## config.mk

```make
export PLATFORM = sky130hd
export DESIGN_NAME = mem_arbiter
export DESIGN_NICKNAME = d
export VERILOG_FILES = /design/src/rtl/mem_arbiter.sv
export SDC_FILE = /design/constraint.sdc
export NUM_CORES = 1
export LEC_CHECK = 0
export BUFFER_PORTS_ARGS = -buffer_cell sky130_fd_sc_hd__buf_2
export CAP_MARGIN = 20
export CORE_AREA = 2 2 115 117
export DETAILED_ROUTE_END_ITERATION = 10
export DIE_AREA = 0 0 117 119
export GPL_TIMING_DRIVEN = 0
export PLACE_DENSITY = 0.69
export SYNTH_ARGS = -nofsm -noshare
export SYNTH_HDL_FRONTEND = slang
export SYNTH_SLANG_ARGS = --single-unit
```

## constraint.sdc

```tcl
create_clock -name clk -period 1.39 [get_ports clk]
set_clock_uncertainty 0.05 [all_clocks]
set_input_delay 0.139 -clock clk [delete_from_list [all_inputs] [get_ports clk]]
set_output_delay 0.139 -clock clk [all_outputs]
set_load 0.05 [all_outputs]
```

## src/rtl/mem_arbiter.sv

```systemverilog
// mem_arbiter: two-master req/ack arbiter in front of a single-port memory.
// Round-robin by default; define ARB_FIXED_PRIO_EN for fixed m0 priority.
module mem_arbiter #(
  parameter int ADDR_W = 32,
  parameter int DATA_W = 32
) (
  input  logic              clk,
  input  logic              resetn,
  input  logic              m0_req,
  input  logic              m0_we,
  input  logic [ADDR_W-1:0] m0_addr,
  input  logic [DATA_W-1:0] m0_wdata,
  output logic              m0_ack,
  output logic [DATA_W-1:0] m0_rdata,
  input  logic              m1_req,
  input  logic              m1_we,
  input  logic [ADDR_W-1:0] m1_addr,
  input  logic [DATA_W-1:0] m1_wdata,
  output logic              m1_ack,
  output logic [DATA_W-1:0] m1_rdata,
  output logic [ADDR_W-1:0] mem_address,
  output logic [DATA_W-1:0] mem_data_out,
  input  logic [DATA_W-1:0] mem_data_in,
  output logic              mem_we,
  output logic              grant
);

  typedef enum logic [1:0] {
    IDLE,
    ACCESS,
    RESP
  } state_e;

  state_e            state_q, state_d;
  logic [ADDR_W-1:0] addr_q, addr_d;
  logic [DATA_W-1:0] wdata_q, wdata_d;
  logic              we_q, we_d;
  logic              ack0_q, ack0_d;
  logic              ack1_q, ack1_d;
  logic              grant_q, grant_d;
  logic              any_req;
  logic              win1;

  assign any_req = m0_req | m1_req;

`ifdef ARB_FIXED_PRIO_EN
  assign win1 = m1_req & ~m0_req;
`else
  logic last_q, last_d;
  // On contention the master that was not granted last wins.
  assign win1 = m1_req & (~m0_req | ~last_q);
`endif

  always_comb begin
    state_d = state_q;
    addr_d  = addr_q;
    wdata_d = wdata_q;
    we_d    = 1'b0;
    ack0_d  = 1'b0;
    ack1_d  = 1'b0;
    grant_d = grant_q;
`ifndef ARB_FIXED_PRIO_EN
    last_d  = last_q;
`endif
    unique case (state_q)
      IDLE, RESP: begin
        if (any_req) begin
          state_d = ACCESS;
          grant_d = win1;
          we_d    = win1 ? m1_we    : m0_we;
          addr_d  = win1 ? m1_addr  : m0_addr;
          wdata_d = win1 ? m1_wdata : m0_wdata;
`ifndef ARB_FIXED_PRIO_EN
          last_d  = win1;
`endif
        end else begin
          state_d = IDLE;
        end
      end
      ACCESS: begin
        state_d = RESP;
        ack0_d  = ~grant_q;
        ack1_d  = grant_q;
      end
      default: state_d = IDLE;
    endcase
  end

  always_ff @(posedge clk or negedge resetn) begin
    if (!resetn) begin
      state_q <= IDLE;
      addr_q  <= '0;
      wdata_q <= '0;
      we_q    <= 1'b0;
      ack0_q  <= 1'b0;
      ack1_q  <= 1'b0;
      grant_q <= 1'b0;
`ifndef ARB_FIXED_PRIO_EN
      last_q  <= 1'b1;
`endif
    end else begin
      state_q <= state_d;
      addr_q  <= addr_d;
      wdata_q <= wdata_d;
      we_q    <= we_d;
      ack0_q  <= ack0_d;
      ack1_q  <= ack1_d;
      grant_q <= grant_d;
`ifndef ARB_FIXED_PRIO_EN
      last_q  <= last_d;
`endif
    end
  end

  assign mem_address  = addr_q;
  assign mem_data_out = wdata_q;
  assign mem_we       = we_q;
  assign m0_ack       = ack0_q;
  assign m1_ack       = ack1_q;
  assign grant        = grant_q;
  assign m0_rdata     = mem_data_in;
  assign m1_rdata     = mem_data_in;

endmodule
```

**After elaboration in Yosys (flattened, before gate mapping)**

Index checks and enable logic that the tools add are counted.

- Output and inout bits: 132
- Input bits: 166
- Bits in registers: 71

- Muxes and demuxes: 9
- Reductions and logical operators: 3
- Eq/ne operators: 2
- Bitwise gates (word level): 6

Operators by type and width:

| cell | number |
|---|---|
| two-way mux 32 bit | 2 |
| two-way mux 1 bit | 6 |
| one-hot mux 2 bit (2 select lines) | 1 |
| NOT 1 bit | 3 |
| equality test 2 x 1 -> 1 bit, second input constant | 1 |
| equality test 2 bit, second input constant | 1 |
| logical NOT 2 bit | 1 |
| bitwise OR 1 bit | 2 |
| AND reduction 2 bit | 1 |
| OR reduction 2 bit | 1 |
| bitwise AND 1 bit | 1 |

**Longest topological paths before layout**

- Word-level depth: 6
- Gate-level depth with buffers: 6
- Depth with buffers taken out: 4

**Worst setup path after synthesis**

No wires, ideal clock.

- Path kind: reg2reg
- From: register last_q
- To: register addr_q[1] (netlist: mem_address[1])
- Stages on the path, launching flop included: 6
- Slack: 0.107 ns
- Arrival: 1.160 ns
- Buffers on the path: 2
- Period minus slack after synthesis: 1.283 ns
- Library setup time: 0.073 ns
- Cells stage by stage: dfstp_2 > a21bo_2 > buf_4 > buf_2 > nand2_1 > a21oi_2

- Longest elaborated chain between the ends: 4

Ends and longest elaborated chain:

| what | RTL line | RTL |
|---|---|---|
| from (decl) | 49 | `logic last_q, last_d;` |
| from (signal assigned) | 110 | `last_q <= last_d;` |
| NOT 1 bit | 51 | `assign win1 = m1_req & (~m0_req \| ~last_q);` |
| bitwise OR 1 bit | 51 |  |
| bitwise AND 1 bit | 51 |  |
| two-way mux 32 bit | 71 | `addr_d = win1 ? m1_addr : m0_addr;` |
| to (signal assigned) | 103 | `addr_q <= addr_d;` |
| to (decl) | 35 | `logic [ADDR_W-1:0] addr_q, addr_d;` |

No other way between the ends.
A chain may end at the register's enable or synchronous reset.

**Worst setup path after layout**

- From: register last_q
- To: register wdata_q[3] (netlist: mem_data_out[3])

- Longest elaborated chain between the ends: 4

Ends and longest elaborated chain:

| what | RTL line | RTL |
|---|---|---|
| NOT 1 bit | 51 |  |
| bitwise OR 1 bit | 51 |  |
| bitwise AND 1 bit | 51 |  |
| two-way mux 32 bit | 72 | `wdata_d = win1 ? m1_wdata : m0_wdata;` |
| to (signal assigned) | 104 | `wdata_q <= wdata_d;` |
| to (decl) | 36 | `logic [DATA_W-1:0] wdata_q, wdata_d;` |

No other way between the ends.

==> summary.txt <==
STA
  – Slew headroom: 0.708
  – Fin. Hold Viols: 0
  – RSZ-0062 raised after global routing: true
  – Crit path time final: 1.36 ns
  – Setup violations, final: 0
  – Fmax: 0.736 GHz
  – Final Max Tran Viols: 0
  – Worst Setup Slack, final: 0.0312 ns
  – Minimum hold slack: 0.0189 ns
  – Worst Tran Pin Value: 0.438 ns
  – Final period util: 0.978
  – Setup TNS: 0 ns

CTS
  – CTS buffer count: 9
  – Clk_lat worst skew: 0.34 ns
  – H-tree depth: 3
  – Max Root-Sink Buffers: 2
  – CTS tree: built
  – CTS Sinks: 71
  – CTS root buf: clkbuf_16
  – Clock slew at reported path FFs: 0.06 ns

Critical path
  – Critical path class: reg2reg
  – CP Buf/Inv Count: 2
  – Max stage delay cell, worst path: dfstp_2
  – CP startpoint kind: flip-flop
  – CP max FO: 10
  – Critical Path RT: 1.57 ns
  – Worst setup EP type: flip-flop
  – Worst EP arrival: 1.54 ns
  – CP peak stage delay: 0.56 ns
  – Crit path max-delay family: flip-flops
  – Crit-path cells: a21boi_2 > buf_6 > buf_6 > a21oi_2 > a21oi_2

Logic synthesis
  – Synth Area in Adders: 0
  – Synth top area cells: dfrtp_1 (44%), a21oi_2 (20%), buf_4 (13%)
  – XOR/XNOR share of the synthesized area: 0
  – Post-Synth Simple-Gate Area: 0.126
  – Mapped Cells: 434
  – Post-Syn Area per Cell: 9.23 sq um
  – Count of cell types in the netlist: 19
  – Synth top area share: 0.437
  – Synthesis Warnings: 0
  – Largest family of logic cells by synthesized area: compound AO/OA/AOI/OAI gates
  – Synth Area in Compound Gates: 0.259
  – Post-synthesis mux area share: 0
  – Mapped Area: 0.00401 sq mm
  – Register bit total from synthesis: 71
  – Post-Syn Nets: 600
  – Register area share after synthesis: 0.444
  – Area leader, netlist: dfrtp_1

Layout
  – Final nets: 946
  – Area grow syn2layout: 67.0%
  – Antenna cells: 0
  – Fraction of layout cells with a size suffix above 1: 0.605
  – Design area: 0.00669 sq mm
  – Layout Utilization: 0.520
  – Final Non-Filler Cells: 961

Drt
  – Via density: 4.36
  – Drt first pass iters: 4
  – Vias: 4189
  – Routed wire per std cell: 13.7 um
  – Detailed-route DRC error count: 0
  – Final wirelength: 13200 um
  – Antenna Nets Post-Route: 0
  – DR iter-0 viols: 130

Floorplanning
  – DIE WIDTH: 117 um
  – Die height: 119 um
  – Die area: 0.0139 sq mm
  – Num rows: 42
  – Area of the core: 0.0129 sq mm
  – I/O Pins: 298
  – Initial Util: 0.311

Global route
  – First-pass GRT wire length: 20100 um
  – Gr busiest metal: met2
  – Largest net degree at the start of global routing: 42
  – GR Util All Layers: 0.189
  – Met1 Use GR: 0.210
  – Antenna violations before repair: 0
  – Grt total ovfl: 0
  – Global Route met2 Usage: 0.333
  – Vias in the first global route: 4133
  – GR Layer Usage met3: 0.0504

Pwr
  – VDD IR-drop max: 738 uV
  – Leakage: 3.32 nW
  – Pwr/cell area: 1420 mW/mm^2
  – Total power: 9.48 mW

Placement
  – RD Place Congestion: 0.776
  – Placed instance count: 876
  – Post-Place Worst Slack: -0.151 ns
  – DP HPWL: 9310 um
  – Dpl cell area: 0.00558 sq mm
  – IO buf count: 265

Status
  – Status: complete, no violations

Hold path
  – Tightest Hold Check Type: in2reg

Job
  – Max cap viols: 0
==> synth_stat cells <==
library cell,count
a21bo_2,1
a21boi_2,1
a21oi_1,39
a21oi_2,91
a31oi_1,1
and2_1,1
buf_2,11
buf_4,71
buf_6,7
clkbuf_1,3
dfrtp_1,70
dfstp_2,1
inv_1,1
inv_2,1
nand2_1,67
nor2_1,65
nor3_1,1
o21ai_1,1
o21bai_2,1
==> worst paths after layout <==
path	startpoint	endpoint	slack, ns	cells past startpoint
worst max-delay path	last_q	mem_data_out[3]	0.03	5
worst min-delay path	m0_addr[31]	mem_address[31]	0.02	3
worst max register to register	last_q	mem_data_out[3]	0.03	5
worst min register to register	state_q[1]	state_q[1]	0.38	1
max in group asynchronous	resetn	last_q	0.44	3
min in group asynchronous	resetn	mem_data_out[18]	0.23	2
==> kinds of logic (layout without fill, tap and decap cells) <==
group	count (synthesis)	in the layout
AO/OA/AOI/OAI	135	135
buffers and inverters	94	445
flip-flops	71	71
AND/OR/NAND/NOR	134	134
==> layout by cell type, fill, tap and decap left out, drive strengths merged <==
cell           n
buf          359
a21oi        130
dfrtp         70
nand2         67
dlygate4sd3   66
nor2          65
clkbuf        14
clkinv         4
inv            2
o21bai         1
and2           1
nor3           1
a21boi         1
a21bo          1
o21ai          1
a31oi          1
dfstp          1
==> power by group <==
part	internal, mW	switching (mW)
Clock	1.29	0.872
Sequential	2.53	0.235
Combinational	1.38	3.18
==> per-layer routing <==
metal  vias to the layer above  wire length, um  part of all wire
met5                         -                0                 0
met1                      1913             5210              0.40
met2                       198             6600              0.50
li1                       2054                -                 -
met3                        24             1050             0.080
met4                         0              323             0.024
==> worst min-delay path, stage by stage <==
cell	delay, ns
buf_2	0.10
nand2_1	0.07
a21oi_2	0.05
==> flip-flops by register name (all words and copies together) (netlist names) <==
| name | flops |
|---|---|
| grant | 1 |
| last_q | 1 |
| m0_ack | 1 |
| m1_ack | 1 |
| mem_address | 32 |
| mem_data_out | 32 |
| mem_we | 1 |
| state_q | 2 |
==> cell type report <==
cell class	count	area (sq um)
plain buffers	92	786
clock buffers	12	256
clock inverters	4	20.0
fillers	1170	6180
inverters	2	7.51
multi-input cells	269	1580
flip-flops and latches	71	1780
well taps	176	220
repair buffers	335	2040
==> timing repair <==
action | 4_1_cts | 5_1_grt
buffers inserted | 0 | 3
gates cloned | 0 | 0
pin swaps | 0 | 0
resized for setup | 20 | 22
setup endpoints to repair | 60 | 60
hold endpoints to repair | 94 | 0
hold buffers | 66 | 0
No activity file was read; power rests on OpenSTA's default activity.
